--- config.mk ---
export PLATFORM = sky130hd
export DESIGN_NAME = demux_1to8_dist_flat
export DESIGN_NICKNAME = d
export VERILOG_FILES = /design/src/rtl/alu_pkg.sv /design/src/rtl/demux_1to8_dist_if.sv /design/src/rtl/demux_1to8_dist_decoder_3to8.sv /design/src/rtl/demux_1to8_dist.sv /design/src/flat_wrapper.sv
export SDC_FILE = /design/constraint.sdc
export NUM_CORES = 1
export LEC_CHECK = 0
export ABC_CLOCK_PERIOD_IN_PS = 2100
export CAP_MARGIN = 30
export CELL_PAD_IN_SITES_DETAIL_PLACEMENT = 1
export CELL_PAD_IN_SITES_GLOBAL_PLACEMENT = 1
export CORE_MARGIN = 8
export CORE_UTILIZATION = 34
export CTS_CLUSTER_SIZE = 12
export DETAILED_ROUTE_END_ITERATION = 7
export GPL_ROUTABILITY_DRIVEN = 0
export PLACE_DENSITY = 0.88
export SLEW_MARGIN = 20
export SYNTH_ARGS = -nofsm -noshare
export SYNTH_HDL_FRONTEND = slang
export SYNTH_SLANG_ARGS = --single-unit
--- constraint.sdc ---
create_clock -name clk -period 2.1 [get_ports clk]
set_input_delay 0.21 -clock clk [delete_from_list [all_inputs] [get_ports clk]]
set_output_delay 0.21 -clock clk [all_outputs]
set_load 0.05 [all_outputs]
--- src/rtl/alu_pkg.sv ---
// Shared constants and helpers for the 8-bit ALU datapath.
// The result distributor and its select decoder both import this package.
package alu_pkg;

  localparam int WIDTH   = 8;
  localparam int NUM_OUT = 8;
  localparam int SEL_W   = 3;
  localparam int CNT_W   = 16;

  typedef enum logic {
    IDLE = 1'b0,
    HOLD = 1'b1
  } dist_state_t;

  function automatic logic [7:0] onehot8(input logic [2:0] sel);
    onehot8 = 8'(1) << sel;
  endfunction

endpackage

--- src/rtl/demux_1to8_dist_if.sv ---
// Upstream word port plus per-sink valid/ready bus of the result distributor.
// The distributor binds to the slave view; the producer/sink side uses master.
interface demux_1to8_dist_if #(
  parameter int WIDTH   = alu_pkg::WIDTH,
  parameter int NUM_OUT = alu_pkg::NUM_OUT,
  parameter int CNT_W   = alu_pkg::CNT_W
);
  logic                      in_valid;
  logic                      in_ready;
  logic [alu_pkg::SEL_W-1:0] in_sel;
  logic                      in_bcast;
  logic [WIDTH-1:0]          in_data;
  logic [NUM_OUT-1:0]        out_valid;
  logic [NUM_OUT-1:0]        out_ready;
  logic [WIDTH-1:0]          out_data;
  logic                      busy;
  logic [CNT_W-1:0]          xfer_cnt;

  modport master (
    output in_valid, in_sel, in_bcast, in_data, out_ready,
    input  in_ready, out_valid, out_data, busy, xfer_cnt
  );

  modport slave (
    input  in_valid, in_sel, in_bcast, in_data, out_ready,
    output in_ready, out_valid, out_data, busy, xfer_cnt
  );
endinterface

--- src/rtl/demux_1to8_dist_decoder_3to8.sv ---
// Combinational one-hot decoder of the destination select with enable.
// A disabled decoder yields an all-zero mask; broadcast is merged by the parent.
module decoder_3to8
  import alu_pkg::*;
(
  input  logic               en,
  input  logic [SEL_W-1:0]   sel,
  output logic [NUM_OUT-1:0] onehot
);

  assign onehot = en ? onehot8(sel) : '0;

endmodule

--- src/rtl/demux_1to8_dist.sv ---
// Registered 1-to-8 result distributor: holds one word and hands it to the
// selected sink(s) with per-sink valid/ready, counting fully delivered words.
module demux_1to8_dist #(
  parameter int WIDTH   = alu_pkg::WIDTH,
  parameter int NUM_OUT = alu_pkg::NUM_OUT,
  parameter int CNT_W   = alu_pkg::CNT_W
) (
  input  logic              clk,
  input  logic              reset,
  demux_1to8_dist_if.slave  bus
);
  import alu_pkg::*;

  dist_state_t        state_reg, state_next;
  logic [NUM_OUT-1:0] pending_reg, pending_next;
  logic [NUM_OUT-1:0] remain;
  logic [NUM_OUT-1:0] sel_mask;
  logic [NUM_OUT-1:0] dest_mask;
  logic [WIDTH-1:0]   data_reg, data_next;
  logic [CNT_W-1:0]   cnt_reg, cnt_next;
  logic               in_ready;
  logic               accept;
  logic               drain_done;

  // A sink's bit survives the edge only if it is still pending and not ready.
  genvar gi;
  generate
    for (gi = 0; gi < NUM_OUT; gi++) begin : g_remain
      assign remain[gi] = pending_reg[gi] & ~bus.out_ready[gi];
    end
  endgenerate

  decoder_3to8 u_decoder (
    .en     (~bus.in_bcast),
    .sel    (bus.in_sel),
    .onehot (sel_mask)
  );

  assign dest_mask  = sel_mask | {NUM_OUT{bus.in_bcast}};
  assign in_ready   = (pending_reg == '0) | (remain == '0);
  assign accept     = bus.in_valid & in_ready;
  assign drain_done = (pending_reg != '0) & (remain == '0);

  always_comb begin
    pending_next = remain;
    data_next    = data_reg;
    cnt_next     = cnt_reg;
    state_next   = state_reg;
    // Old word finishing and new word loading can share the same edge.
    if (drain_done) begin
      cnt_next = cnt_reg + CNT_W'(1);
    end
    if (accept) begin
      pending_next = dest_mask;
      data_next    = bus.in_data;
    end
    state_next = (pending_next != '0) ? HOLD : IDLE;
  end

  always_ff @(posedge clk or posedge reset) begin
    if (reset) begin
      state_reg   <= IDLE;
      pending_reg <= '0;
      data_reg    <= '0;
      cnt_reg     <= '0;
    end else begin
      state_reg   <= state_next;
      pending_reg <= pending_next;
      data_reg    <= data_next;
      cnt_reg     <= cnt_next;
    end
  end

  assign bus.in_ready  = in_ready;
  assign bus.out_valid = pending_reg;
  assign bus.out_data  = data_reg;
  assign bus.busy      = (state_reg == HOLD);
  assign bus.xfer_cnt  = cnt_reg;

endmodule

--- src/flat_wrapper.sv ---
// flat-port wrapper written by rule: the top's interface ports become plain ports
module demux_1to8_dist_flat import alu_pkg::*;
#(
  parameter int WIDTH   = alu_pkg::WIDTH,
  parameter int NUM_OUT = alu_pkg::NUM_OUT,
  parameter int CNT_W   = alu_pkg::CNT_W
)
  (clk, reset, bus_in_valid, bus_in_sel, bus_in_bcast, bus_in_data, bus_out_ready, bus_in_ready, bus_out_valid, bus_out_data, bus_busy, bus_xfer_cnt);
  demux_1to8_dist_if #(.WIDTH(WIDTH), .NUM_OUT(NUM_OUT), .CNT_W(CNT_W)) bus_i ();
  input  logic clk;
  input  logic reset;
  input wire logic [$bits(bus_i.in_valid)-1:0] bus_in_valid;
  input wire logic [$bits(bus_i.in_sel)-1:0] bus_in_sel;
  input wire logic [$bits(bus_i.in_bcast)-1:0] bus_in_bcast;
  input wire logic [$bits(bus_i.in_data)-1:0] bus_in_data;
  input wire logic [$bits(bus_i.out_ready)-1:0] bus_out_ready;
  output wire logic [$bits(bus_i.in_ready)-1:0] bus_in_ready;
  output wire logic [$bits(bus_i.out_valid)-1:0] bus_out_valid;
  output wire logic [$bits(bus_i.out_data)-1:0] bus_out_data;
  output wire logic [$bits(bus_i.busy)-1:0] bus_busy;
  output wire logic [$bits(bus_i.xfer_cnt)-1:0] bus_xfer_cnt;
  assign bus_i.in_valid = bus_in_valid;
  assign bus_i.in_sel = bus_in_sel;
  assign bus_i.in_bcast = bus_in_bcast;
  assign bus_i.in_data = bus_in_data;
  assign bus_i.out_ready = bus_out_ready;
  assign bus_in_ready = bus_i.in_ready;
  assign bus_out_valid = bus_i.out_valid;
  assign bus_out_data = bus_i.out_data;
  assign bus_busy = bus_i.busy;
  assign bus_xfer_cnt = bus_i.xfer_cnt;
  demux_1to8_dist #(.WIDTH(WIDTH), .NUM_OUT(NUM_OUT), .CNT_W(CNT_W)) u_core (.clk(clk), .reset(reset), .bus(bus_i));
endmodule
After elaboration in Yosys (flattened, before gate mapping)
Cells that the tools add are included.
{"block": "op_classes", "add_sub_neg": 1, "n_shift": 1, "mux": 3, "bitwise": 20, "n_reduce_logical": 4}
{"operator": "adder 16 x 1 -> 16 bit, second input constant", "n": 1}
{"operator": "zero test 8 bit", "n": 2}
{"operator": "two-way mux 8 bit", "n": 2}
{"operator": "nonzero test 8 bit", "n": 2}
{"operator": "AND 1 bit", "n": 10}
{"operator": "NOT 1 bit", "n": 8}
{"operator": "bitwise OR 8 bit", "n": 1}
{"operator": "left shift 1 x 3 -> 8 bit, first input constant", "n": 1}
{"operator": "two-way mux 1 bit", "n": 1}
{"operator": "bitwise OR 1 bit", "n": 1}
{"block": "word_totals", "ff_bits": 33, "inputBits": 23, "output_inout_bits": 34, "elab_cells": 33}

Logic depth before layout (Yosys ltp)
Gate-level depths: netlist (run 1).
{"block": "depth", "ltp_word": 8, "depth_mapped": 6, "ltp_nobuf": 4}

By module
From an unflattened synthesis (run 1), not the netlist that was laid out.
{"block": "hier_totals", "cells_unflattened": 130, "area_unflattened_um2": 1632.8}
{"mod": "demux_1to8_dist", "instances": 1, "cells_per_inst": 122, "area_per_inst_um2": 1537.7, "seq_area_each_um2": 825.8}
{"mod": "decoder_3to8", "instances": 1, "cells_per_inst": 8, "area_per_inst_um2": 95.1, "seq_area_each_um2": 0.0}

Least setup slack after synthesis (run 1)
Ideal clock, no wire load.
{"block": "synth_timing", "path_type": "register to output", "start": "reg u_core.pending_reg[1], in the netlist u_core.bus.out_valid[1]", "end": "out bus_in_ready", "t_arrival_ns": 1.682, "required_time_ns": 1.890, "path_slack_ns": 0.208, "stages_incl_launch_ff": 4, "path_buffers": 0, "path_cell_list": "dfrtp_1 -> nand2b_1 -> nand4_2 -> nor2_1"}
{"block": "synth_via", "elab_chain_len": 3, "elab_cells_between_ends": 4, "classes_between": "2 x bitwise; 2 x reduce/logical"}
{"element": "start, declared", "line_no": "demux_1to8_dist.sv:15", "text": "logic [NUM_OUT-1:0] pending_reg, pending_next;"}
{"element": "start signal, assigned", "line_no": "demux_1to8_dist.sv:68", "text": "pending_reg <= pending_next;"}
{"element": "AND 1 bit", "line_no": "demux_1to8_dist.sv:29", "text": "assign remain[gi] = pending_reg[gi] & ~bus.out_ready[gi];"}
{"element": "zero test 8 bit", "line_no": "demux_1to8_dist.sv:40", "text": "assign in_ready = (pending_reg == '0) | (remain == '0);"}
{"element": "bitwise OR 1 bit *", "line_no": "demux_1to8_dist.sv:40"}
{"element": "end, declared", "line_no": "flat_wrapper.sv:17", "text": "output wire logic [$bits(bus_i.in_ready)-1:0] bus_in_ready;"}
Mark *: on every way between the ends. The rest lies on a longest branch, timed or not.

Worst setup path after layout (run 1)
{"block": "layout_timing", "start": "reg u_core.cnt_reg[2], in the netlist u_core.bus.xfer_cnt[2]", "end": "out bus_xfer_cnt[2]"}
{"element": "start, declared", "line_no": "demux_1to8_dist.sv:20", "text": "logic [CNT_W-1:0] cnt_reg, cnt_next;"}
{"element": "start signal, assigned", "line_no": "demux_1to8_dist.sv:70", "text": "cnt_reg <= cnt_next;"}
{"element": "end, declared", "line_no": "flat_wrapper.sv:21", "text": "output wire logic [$bits(bus_i.xfer_cnt)-1:0] bus_xfer_cnt;"}
No word-level cell between the ends.

==> results of run 1 <==
Yosys cell counts, drive strengths merged, types with 3 or more instances:
master	number	area [µm²]
inv	7	26.3
nand2	4	15.0
and4	4	36.3
mux2	9	101
buf	4	30.0
a31oi	6	37.5
nor2	3	11.3
xnor2	10	87.6
nor4	9	62.6
nand4	12	118
xor2	5	43.8
o21ai	8	40.0
nand3	3	27.5
nand2b	8	57.6
a21oi	3	15.0
dfrtp	33	826
state kept, by name, indices dropped and copies added (netlist names):
signal and cells:
u_core.bus.xfer_cnt 16, u_core.bus.out_data 8, u_core.bus.out_valid 8, u_core.bus.busy 1
area by class of cell:
type / instances / area, µm² / area share
Multi-Input combinational cell: 94 / 736 / 0.315
Inverter: 7 / 26.3 / 0.0113
Clock buffer: 7 / 86.3 / 0.0370
Tap cell: 54 / 67.6 / 0.0289
Sequential cell: 33 / 826 / 0.354
Timing Repair Buffer: 59 / 593 / 0.254
routing by layer:
| layer | part of all wire | vias up |
|---|---|---|
| met5 | 0 | - |
| li1 | - | 628 |
| met1 | 0.42 | 669 |
| met2 | 0.52 | 35 |
| met3 | 0.050 | 3 |
| met4 | 0.0066 | 0 |
kinds of logic after synthesis:
| family | after synthesis |
|---|---|
| adder cells (fa/ha/maj) | 1 |
| AND/OR/NAND/NOR | 51 |
| buffers and inverters | 11 |
| multiplexers | 9 |
| XOR/XNOR | 15 |
| flip-flops | 33 |
| AO/OA/AOI/OAI | 18 |
stage by stage:
step	worst slack, ns	cell area (µm²)	power (mW)
floorplan	0.208	1620	2.61
global placement	0.282	2250	3.35
detailed placement	0.235	2250	3.40
CTS	0.212	2330	3.90
global route	0.177	2330	4.05
finish	0.226	2330	3.84
final timing paths:
check                                                 endpoint  slack [ns]  cells after the start
setup / recovery                               bus_xfer_cnt[2]        0.23                      1
hold / removal              u_core.bus.xfer_cnt[0]$_DFFE_PP0P_        0.34                      3
setup reg to reg            u_core.bus.xfer_cnt[8]$_DFFE_PP0P_        0.44                      4
hold reg to reg            u_core.bus.xfer_cnt[15]$_DFFE_PP0P_        0.48                      1
max in group asynchronous    u_core.bus.out_valid[6]$_DFF_PP0_        1.45                      3
min in group clk           u_core.bus.xfer_cnt[15]$_DFFE_PP0P_        0.48                      1
power groups by stage:
stage | combinational (mW) | sequential (mW) | clock [mW]
final | 2.24 | 1.12 | 0.482
after global routing | 2.37 | 1.16 | 0.519
after CTS | 2.27 | 1.13 | 0.499
after detailed placement | 2.27 | 1.14 | 0
after global placement | 2.23 | 1.12 | 0
after floorplan | 0.718 | 1.89 | 0
==> impl_metrics.env, run 1 <==
export IMPL_end_kind="output pin"
export IMPL_max_freq_mhz=533
export IMPL_cts_max_path_buffers=2
export IMPL_vias=1335
export IMPL_status="completed"
export IMPL_skew_ns=0.00263
export IMPL_yosys_area_share_simple=0.240
export IMPL_cts_buffers=5
export IMPL_power_frac_comb=0.583
export IMPL_coreArea_um2=4660
export IMPL_row_count=25
export IMPL_start_util=0.347
export IMPL_portBuffers=56
export IMPL_finish_utilization=0.501
export IMPL_cp_slowest_stage_delay_ns=0.87
export IMPL_clockRootBuffer="clkbuf_8"
export IMPL_cts_setup_buffers=0
export IMPL_drt_iter0_markers=41
export IMPL_rsz0062_at_grt="false"
export IMPL_final_common_cell="clkdlybuf4s50_1"
export IMPL_intPower_mw=1.93
export IMPL_ir_drop_uv=1000
export IMPL_ys_seq_elements=33
export IMPL_cts_clk_slew_worst_paths_ns=0.07
export IMPL_viasPerCell=5.26
export IMPL_hold_slack_ns=0.343
export IMPL_synth_top_family_by_area="simple AND/OR/NAND/NOR gates"
export IMPL_drt_pass1_iter_count=2
export IMPL_cp_start_kind="flip-flop"
export IMPL_setup_tns_final_ns=0
export IMPL_dp_cells=247
export IMPL_seq_area_frac_synth=0.510
export IMPL_crit_buf_inv=1
export IMPL_slowest_stage="clkdlybuf4s50_1"
export IMPL_cts_resized=0
export IMPL_synth_cells=138
export IMPL_final_nets=224
export IMPL_critPathArrivalTime_ns=1.66
export IMPL_grt_pass1_wl_mm=7.20
export IMPL_grt_max_degree=34
export IMPL_synth_area_um2=1620
export IMPL_grt_util_met2=0.214
export IMPL_clk_latency_ns=0.28
export IMPL_syn2layout_area_growth_pct=44.3
export IMPL_grt_use_met3=0.0444
export IMPL_drc=0
export IMPL_synth_edf_count=0
export IMPL_post_route_period_util=0.893
export IMPL_yosys_most_used_dff="dfrtp_1"
export IMPL_syn_nets=162
export IMPL_synth_compound_area_share=0.0634
export IMPL_worst_slew_pin_slew_ns=0.547
export IMPL_slew_viol_final=0
export IMPL_swShare=0.498
export IMPL_synthAdderAreaFrac=0.00773
export IMPL_power_density_nw_per_um2=1650
export IMPL_power_net_switching_mw=1.91
export IMPL_io_pin_count=57
export IMPL_critical_path_required_ns=1.89
export IMPL_synth_cell_types=33
export IMPL_hpwl_mm=3.50
export IMPL_die_y_um=85.0
export IMPL_worstPathMaxFanout=7
export IMPL_fin_cells=254
export IMPL_cap_violations=0
export IMPL_synthMuxAreaShare=0.0626
export IMPL_die_w_um=85.0
export IMPL_cts_max_level=2
export IMPL_leakage_nw=0.914
export IMPL_antenna_found_initial=0
export IMPL_route_antenna_remaining_nets=0
export IMPL_num_antenna_cells=0
export IMPL_drive_gt1_frac=0.140
export IMPL_grt_busiest_layer="met2"
export IMPL_fillers=499
export IMPL_met1_usage=0.147
export IMPL_first_global_vias=1436
export IMPL_r2r_start="u_core.bus.out_valid[6]$_DFF_PP0_"
export IMPL_cts_tree="done"
export IMPL_p_clk_frac=0.125
export IMPL_min_period_ns=1.87
export IMPL_postRouteWirelength_mm=4.38
export IMPL_setup_viol=0
export IMPL_grt_ovfl_total=0
export IMPL_grtUsageTotal=0.126
export IMPL_sequentialPowerShare=0.292
export IMPL_postCtsHoldBufs=0
export IMPL_hp_class="in -> async"
export IMPL_synthXorXnorAreaFrac=0.0812
export IMPL_worstSetupPathType="reg -> out"
export IMPL_wl_per_cell_um=17.3
export IMPL_slew_headroom=0.632
export IMPL_layout_common_cells="clkdlybuf4s50_1 (55), dfrtp_1 (33), xnor2_1 (10)"
export IMPL_final_hold_viol_count=0
export IMPL_crit_start="u_core.bus.xfer_cnt[2]$_DFFE_PP0P_"
export IMPL_synth_area_per_cell_um2=11.7
export IMPL_crit_chain="clkdlybuf4s50_1"
export IMPL_synthArstFlopShare=1.00
export IMPL_dieArea_um2=7220
export IMPL_ys_warn_count=0
export IMPL_cts_sinks=33
export IMPL_path_delay_family="buffers and inverters"
Power figures use the tool's default switching activity.
==> run 2: changes to the inputs <==
CTS_CLUSTER_DIAMETER = 100   (was not set)
==> results of run 2 <==
No change in the layout: final DEF, timing and power equal those of run 1.
==> run 3: changes to the inputs <==
TNS_END_PERCENT = 1   (was not set)
==> results of run 3 <==
No change in the layout: final DEF, timing and power equal those of run 1.
